### config.mk
export PLATFORM = sky130hd
export DESIGN_NAME = ack_queue_mc
export DESIGN_NICKNAME = d
export VERILOG_FILES = /design/src/rtl/ack_queue_mc.sv
export SDC_FILE = /design/constraint.sdc
export NUM_CORES = 1
export LEC_CHECK = 0
export ABC_AREA = 1
export BUFFER_PORTS_ARGS = -buffer_cell sky130_fd_sc_hd__buf_2
export CORE_AREA = 2 2 286 288
export CTS_BUF_LIST = sky130_fd_sc_hd__clkbuf_8
export DETAILED_ROUTE_END_ITERATION = 16
export DIE_AREA = 0 0 288 290
export GPL_ROUTABILITY_DRIVEN = 1
export PLACE_DENSITY = 0.56
export SYNTH_ARGS = -nofsm -noshare
export SYNTH_HDL_FRONTEND = slang
export SYNTH_SLANG_ARGS = --single-unit
export TNS_END_PERCENT = 10
### constraint.sdc
create_clock -name clk -period 11.4 [get_ports clk]
set_input_delay 1.71 -clock clk [delete_from_list [all_inputs] [get_ports clk]]
set_output_delay 1.71 -clock clk [all_outputs]
set_load 0.02 [all_outputs]
### src/rtl/ack_queue_mc.sv
// Multi-channel acknowledgement queue: coalesces per-channel sequence reports and
// serialises one two-beat ack frame per pending channel onto AXI-Stream, round-robin.
module ack_queue_mc #(
    parameter int unsigned NUM_CH   = 2,
    parameter int unsigned SEQ_W    = 32,
    parameter int unsigned DATA_W   = 512,
    parameter logic [15:0] ACK_TYPE = 16'hACC0
) (
    input  logic                      clk,
    input  logic                      reset,
    input  logic [NUM_CH*SEQ_W-1:0]   seq_in,
    input  logic [NUM_CH-1:0]         seq_valid,
    output logic [DATA_W-1:0]         tx_tdata,
    output logic [DATA_W/8-1:0]       tx_tkeep,
    output logic [63:0]               tx_tuser,
    output logic                      tx_tvalid,
    output logic                      tx_tlast,
    input  logic                      tx_tready,
    output logic [31:0]               ack_sent_cnt
);

    localparam int unsigned KEEP_W = DATA_W / 8;
    localparam int unsigned CH_W   = (NUM_CH > 1) ? $clog2(NUM_CH) : 1;
    localparam logic [KEEP_W-1:0] HDR_KEEP = KEEP_W'(4'hF);
    localparam logic [KEEP_W-1:0] SEQ_KEEP = KEEP_W'((64'd1 << (SEQ_W / 8)) - 64'd1);
    localparam logic [CH_W-1:0]   LAST_CH  = CH_W'(NUM_CH - 1);

    typedef enum logic [1:0] {IDLE, HDR, SEQ} state_e;

    state_e                 state_q, state_d;
    logic [NUM_CH-1:0]      pend_q, pend_d;
    logic [NUM_CH-1:0]      sent_v_q, sent_v_d;
    logic [SEQ_W-1:0]       seq_q [NUM_CH];
    logic [SEQ_W-1:0]       seq_d [NUM_CH];
    logic [SEQ_W-1:0]       last_sent_q [NUM_CH];
    logic [SEQ_W-1:0]       last_sent_d [NUM_CH];
    logic [CH_W-1:0]        last_grant_q, last_grant_d;
    logic [SEQ_W-1:0]       snap_q, snap_d;
    logic [DATA_W-1:0]      data_q, data_d;
    logic [KEEP_W-1:0]      keep_q, keep_d;
    logic [63:0]            user_q, user_d;
    logic                   valid_q, valid_d;
    logic                   last_q, last_d;
    logic [31:0]            cnt_q, cnt_d;

    logic                   grant_any;
    logic [CH_W-1:0]        grant_idx;
    logic                   grant_now;
    int unsigned            cand;

    // Serial-number comparison: a is strictly ahead of b within half the number space.
    function automatic logic newer(input logic [SEQ_W-1:0] a, input logic [SEQ_W-1:0] b);
        logic [SEQ_W-1:0] d;
        d = a - b;
        return (d != '0) && !d[SEQ_W-1];
    endfunction

    // Round-robin pick: first pending channel after last_grant, wrapping.
    always_comb begin
        grant_any = 1'b0;
        grant_idx = '0;
        cand      = 0;
        for (int i = 1; i <= int'(NUM_CH); i++) begin
            cand = 32'(last_grant_q) + 32'(i);
            if (cand >= NUM_CH) cand = cand - NUM_CH;
            if (!grant_any && pend_q[CH_W'(cand)]) begin
                grant_any = 1'b1;
                grant_idx = CH_W'(cand);
            end
        end
    end

    assign grant_now = (state_q == IDLE) && grant_any;

    // Per-channel bookkeeping; a report is judged against post-grant state so pend-set beats grant-clear.
    always_comb begin
        pend_d      = pend_q;
        sent_v_d    = sent_v_q;
        seq_d       = seq_q;
        last_sent_d = last_sent_q;
        for (int c = 0; c < int'(NUM_CH); c++) begin
            if (grant_now && (grant_idx == CH_W'(c))) begin
                pend_d[c]      = 1'b0;
                sent_v_d[c]    = 1'b1;
                last_sent_d[c] = seq_q[c];
            end
            if (seq_valid[c]
                && (!sent_v_d[c] || newer(seq_in[c*SEQ_W +: SEQ_W], last_sent_d[c]))
                && (!pend_d[c]   || newer(seq_in[c*SEQ_W +: SEQ_W], seq_q[c]))) begin
                seq_d[c]  = seq_in[c*SEQ_W +: SEQ_W];
                pend_d[c] = 1'b1;
            end
        end
    end

    // Frame FSM; output registers are loaded with the values of the state being entered.
    always_comb begin
        state_d      = state_q;
        last_grant_d = last_grant_q;
        snap_d       = snap_q;
        data_d       = data_q;
        keep_d       = keep_q;
        user_d       = user_q;
        valid_d      = valid_q;
        last_d       = last_q;
        cnt_d        = cnt_q;
        case (state_q)
            IDLE: begin
                if (grant_any) begin
                    state_d      = HDR;
                    last_grant_d = grant_idx;
                    snap_d       = seq_q[grant_idx];
                    data_d       = DATA_W'(ACK_TYPE) | (DATA_W'(grant_idx) << 16);
                    keep_d       = HDR_KEEP;
                    user_d       = 64'(grant_idx);
                    valid_d      = 1'b1;
                    last_d       = 1'b0;
                end
            end
            HDR: begin
                if (tx_tready) begin
                    state_d = SEQ;
                    data_d  = DATA_W'(snap_q);
                    keep_d  = SEQ_KEEP;
                    last_d  = 1'b1;
                end
            end
            SEQ: begin
                if (tx_tready) begin
                    state_d = IDLE;
                    data_d  = '0;
                    keep_d  = '0;
                    user_d  = '0;
                    valid_d = 1'b0;
                    last_d  = 1'b0;
                    cnt_d   = cnt_q + 32'd1;
                end
            end
            default: state_d = IDLE;
        endcase
    end

    always_ff @(posedge clk) begin
        if (reset) begin
            state_q      <= IDLE;
            pend_q       <= '0;
            sent_v_q     <= '0;
            last_grant_q <= LAST_CH;
            snap_q       <= '0;
            data_q       <= '0;
            keep_q       <= '0;
            user_q       <= '0;
            valid_q      <= 1'b0;
            last_q       <= 1'b0;
            cnt_q        <= '0;
            for (int c = 0; c < int'(NUM_CH); c++) begin
                seq_q[c]       <= '0;
                last_sent_q[c] <= '0;
            end
        end else begin
            state_q      <= state_d;
            pend_q       <= pend_d;
            sent_v_q     <= sent_v_d;
            last_grant_q <= last_grant_d;
            snap_q       <= snap_d;
            data_q       <= data_d;
            keep_q       <= keep_d;
            user_q       <= user_d;
            valid_q      <= valid_d;
            last_q       <= last_d;
            cnt_q        <= cnt_d;
            seq_q        <= seq_d;
            last_sent_q  <= last_sent_d;
        end
    end

    assign tx_tdata     = data_q;
    assign tx_tkeep     = keep_q;
    assign tx_tuser     = user_q;
    assign tx_tvalid    = valid_q;
    assign tx_tlast     = last_q;
    assign ack_sent_cnt = cnt_q;

endmodule
After elaboration in Yosys (flattened, before gate mapping)
Cells that the tools add are included.

operators by class
  add/subtract/negate cells = 9
  $lt $le $gt $ge = 5
  equality and inequality tests = 5
  mux-type cells = 41
  bitwise logic cells = 2
  reduce and logical (&&, ||, !) cells = 37

operators by type and width
  kind                                                                           count
  512-bit 2-to-1 mux                                                             3
  512-bit case mux with 3 select lines                                           1
  64-bit 2-to-1 mux                                                              4
  64-bit case mux with 3 select lines                                            1
  32-bit 2-to-1 mux                                                              5
  64-bit case mux with 2 select lines                                            1
  32-bit nonzero test                                                            4
  32-bit subtractor                                                              4
  32-bit by 1-bit adder with 32-bit output (second input constant)               1
  1-bit 2-to-1 mux                                                               20
  1-bit logical AND                                                              12
  1-bit zero test                                                                9
  2-bit 2-to-1 mux                                                               3
  2-bit != test (second input constant)                                          3
  2-bit case mux with 3 select lines                                             1
  3-bit AND reduction                                                            2
  2-bit >= comparator (second input constant)                                    2
  1-bit logical OR                                                               4
  1-bit by 2-bit less-than comparator with 1-bit output (second input constant)  2
  2-bit AND reduction                                                            2
  4-bit AND reduction                                                            1
  1-bit by 2-bit adder with 3-bit output (second input constant)                 1
  3-bit by 2-bit >= comparator with 1-bit output (second input constant)         1
  1-bit case mux with 3 select lines                                             1
  10 further kinds                                                               11

word-level totals
  register bits = 841
  output and inout port bits = 674
  logic and storage cells = 114

Longest topological paths before layout
  depth after elaboration = 19
  depth in mapped cells = 33
  mapped depth without buffers = 31

Least setup slack after synthesis
Ideal clock, no wire load.

  path type = input port to flip-flop
  start point = input port seq_in[32]
  end point = register pend_q[1]
  library setup time = 128 ps
  data arrival time = 3802 ps
  data required time = 11272 ps
  path slack = 7470 ps
  cell stages on the path = 20
  path buffers = 1
  cells stage by stage = inv_1 ha_1 fa_1 inv_1 nand3_1 nand3_1 nand3_1 nand3_1 nand2_1 nand3_1 nand2_1 nor2_1 nand2_1 nor2_1 nand3_1 nand2_1 nand2_4 buf_2 a21oi_1 nor2_1

between the ends
  cells in the longest elaborated chain, start to end = 7

RTL lines
  item                                                    RTL line  source
  from (decl)                                             11        input logic [NUM_CH*SEQ_W-1:0] seq_in,
  32-bit subtractor                                       54        d = a - b;
  32-bit nonzero test or 1-bit zero test (tied branches)  55        return (d != '0) && !d[SEQ_W-1];
  1-bit logical AND                                       55
  1-bit logical OR                                        88        && (!sent_v_d[c] || newer(seq_in[c*SEQ_W +: SEQ_W], last_sent_d[c]))
  1-bit logical AND                                       88
  1-bit logical AND (*)                                   89        && (!pend_d[c] || newer(seq_in[c*SEQ_W +: SEQ_W], seq_q[c]))) begin
  1-bit 2-to-1 mux (*)                                    87        if (seq_valid[c]
  to (signal assigned)                                    162       pend_q <= pend_d;
  to (decl)                                               31        logic [NUM_CH-1:0] pend_q, pend_d;

Mark *: on every way between the ends. The rest lies on a longest branch, timed or not.
A chain may end at the register's enable or synchronous reset.

==> impl.org <==
** Run status
- The flow ran to the end, and the final reports show no timing, DRC or antenna violations.

** Logic synthesis
- Cell types with the largest area share after synthesis :: nand2_1, dfxtp_1, buf_4
- Gate count of the mapped netlist :: 4275
- Of all flip-flops after synthesis, the portion carrying an async set or reset was 0%.
- A synthesized cell averages 5.80 um^2.
- Of all cell types, the one taking the most synthesized area is nand2_1.
- Number of flops mapped to enable cells by yosys :: 0
- The cell area that synthesis handed to floorplanning was 24800 um^2.
- Total of warnings raised by yosys :: 0
- Sequential cell area fraction in the yosys report :: 19.0%
- Post-synth cell types :: 49
- Most used DFF post-synth :: dfxtp_1
- Number of flip-flops and latches in the synthesized netlist :: 235
- Synth top area share :: 21.3%

** Setup path
- At the worst endpoint, the required time is 11.89 ns.
- In this design, the critical path's most frequently occurring cell is nand2_1.
- Crit Path Max Fanout :: 36
- Data arrival time of the worst path :: 5.82 ns
- STA classifies the critical path startpoint as a register.
- By startpoint and endpoint, the worst setup path is classified as reg2reg.
- In this design, the stage delay of the slowest critical-path cell is 0.66 ns.
- The largest individual stage delay along the critical path comes from the cell nand3_2.
- STA classifies the critical path endpoint as a register.

** CTS
- Buffers inserted during clock tree synthesis total 46.
- TritonCTS built the clock tree.
- In this run, post-CTS hold repair placed 0 buffers.
- Count of instances resized after the clock tree is built :: 0
- The clock drives 235 sinks.
- The H-tree was split into 2 levels.
- Clk Latency, worst-skew pair :: 0.64 ns
- Clock transition at the register clock pins on the worst setup and hold paths after CTS :: 0.06 ns
- CTS placed an instance of clkbuf_8 at the clock tree root.
- Setup repair bufs after CTS :: 0
- Maximum count of clock buffers along a single path :: 3

** Die
- Die area :: 83500 um^2
- Die X-Extent :: 288 um
- From bottom edge to top edge, the die measures 290 um.
- I/O pin count :: 743
- After floorplanning, the core was divided into 104 placement rows.
- The initial utilization of the core area, before any placement, comes to 30.9%.
- The total area inside the core boundary comes to 80200 um^2.

** Timing
- On the final layout, the worst clock skew is 0.0459 ns.
- Setup repair after global routing left no endpoint under its margin.
- Hold Vio Cnt, Final :: 0
- Static timing analysis puts the maximum clock frequency at 188 MHz.
- The final critical path takes up 46.7% of the cycle.
- Final setup viols :: 0
- At the pin with the least slew margin, the transition time is 1.00 ns.
- Count of pins over their slew limit :: 0
- The clock period could shrink to 5.32 ns.
- Relative slew slack :: 33.0%
- Adding up every negative setup slack in the final design gives 0 ns.

** Drt
- After detailed routing, the average wire length per cell comes to 14.4 um.
- Router iterations before antenna repair :: 6
- Number of vias in the routed layout :: 22900
- Post-detailed-routing wire length :: 78.9 mm
- Detailed Route Iter0 Violations :: 1728
- Number of nets with antenna violations after detailed routing :: 0
- Remaining design rule violation count :: 0
- After detailed routing, the number of vias per cell comes to 4.18.

** Final layout
- Synthesis-to-layout area growth :: 1.90%
- Of the cells placed in the final design, the portion with a size suffix greater than 1 is 5.99%.
- Final net count :: 4593
- Number of filler cells placed in the layout :: 9256
- With fillers left out, the area of the finished cells amounts to 25300 um^2.
- Registers take 4700 um^2.
- Summing all multi-input logic gate instances after layout gives 14500 um^2.
- Leaving out filler cells and counting taps, the final layout contains 5491.

** GRT
- The first global-routing pass estimated 117 mm of wire.
- Antenna violations before repair :: 7
- Congestion Overflow GR :: 0
- The via count of the first global-routing pass came to 19900.
- Entering global routing, the biggest net connects 85 pins.
- Global routing used 18.1% of the available tracks.

** Pwr
- The worst-case IR drop observed on VDD is 0.0000827 V.
- Leakage :: 15.0 nW
- Power per cell area :: 176 nW/um^2

** Placed design
- Summing all placed instances gives a cell area of 24300 um^2.
- The wire-length estimate of the detail-placed layout is 66.2 mm.
- I/O Buffers :: 139
- Final GP Congestion :: 0.955
- Placed cell count :: 5402

** Hold path
- The path class of the tightest hold or removal check is reg2reg.

** Flow run
- Max-cap violations in this run came to 0.
==> final timing paths <==
path	startpoint	end	slack [ns]	cells past startpoint
worst max-delay path	state_q[0]	seq_q[32]	6.08	29
worst min register to register	tx_tuser[0]	tx_tuser[0]	0.46	2
worst min-delay path	tx_tuser[0]	tx_tuser[0]	0.46	2
worst max register to register	state_q[0]	seq_q[32]	6.08	29
==> critical path: cells and delay by family (launching register included) <==
family / cells / cell delay (ns)
flip-flops: 1 / 0.33
buffers and inverters: 5 / 1.26
adder cells (fa/ha/maj): 2 / 0.68
AND/OR/NAND/NOR: 22 / 2.89
==> cell usage in the layout, fill, tap and decap left out, types with 3 or more instances in the layout <==
cell,instances
a21oi_1,123
a21o_1,4
clkbuf_8,56
and2_1,10
nand3_2,3
clkinv_2,8
nor2_4,4
inv_1,798
and3_1,3
nor2_1,391
nor3_1,24
xor2_1,27
ha_1,130
nand3_1,176
dfxtp_1,235
nand2_2,12
xnor2_1,17
buf_2,138
a31oi_1,38
diode_2,4
fa_1,4
nand3b_1,8
o21ai_0,28
o21a_1,3
nor2_2,6
conb_1,603
bufinv_16,3
nand2_1,1407
nor4_1,6
o21bai_1,9
buf_4,10
inv_2,8
nand4_1,105
==> cells in the mapped netlist, types with 24 or more instances <==
library cell and n:
inv_1 784, nand2_1 1407, ha_1 130, clkbuf_1 54, nand3_1 176, xor2_1 27, a31oi_1 38, nand4_1 105
buf_4 609, nor3_1 24, a21oi_1 123, nor2_1 392, o21ai_0 28, dfxtp_1 235
==> registers in the layout, indices dropped and copies added (netlist names), 2 cells and up <==
name          cells
ack_sent_cnt     32
last_sent_q      64
pend_q            2
sent_v_q          2
seq_q            64
snap_q           32
state_q           2
tx_tdata         32
==> cell families (layout without fill, tap and decap cells) <==
family | count (synthesis) | in the layout | synth area share (%)
buffers and inverters | 1477 | 1027 | 31.7
and+or+nand+nor | 2171 | 2171 | 36.1
other | 1 | 607 | 0.0151
AOI/OAI and AO/OA | 213 | 213 | 4.73
DFF | 235 | 235 | 19.0
xor gates and xnor gates | 44 | 44 | 1.55
adders and majority gates | 134 | 134 | 6.88
==> where the power goes <==
group	total [mW]	switching [mW]	internal (mW)
clock	0.927	0.410	0.517
sequential	1.05	0.0988	0.956
combinational	2.48	1.78	0.699
total	4.46	2.29	2.17
==> final cells by class <==
cell class	instances	share of cell area (%)
multi-input combinational	3165	57.3
timing repair buffer	148	3.03
inverter	794	11.8
clock inverter	29	0.881
tap	1060	5.25
clock buffer	56	3.05
sequential	235	18.6
antenna	4	0.0396
==> routing by layer <==
metal	routed length [um]	share of wire [%]	global-route usage, %
met1	35600	45	24.2
met2	34900	44	28.7
met3	6000	7.6	3.63
met4	2370	3.0	6.05
met5	28	0.035	0
==> per-stage QoR <==
stage	power [mW]	hold slack (ns)	utilization, %	setup slack (ns)
2_1_floorplan	3.03	0.436	-	7.47
3_3_place_gp	3.53	0.443	30.3	5.97
3_5_place_dp	3.52	0.448	30.3	6.09
4_1_cts	4.47	0.457	31.5	6.02
5_1_grt	4.86	0.476	31.5	5.51
6_report	4.46	0.459	31.5	6.08
No activity file was read; power rests on OpenSTA's default activity.
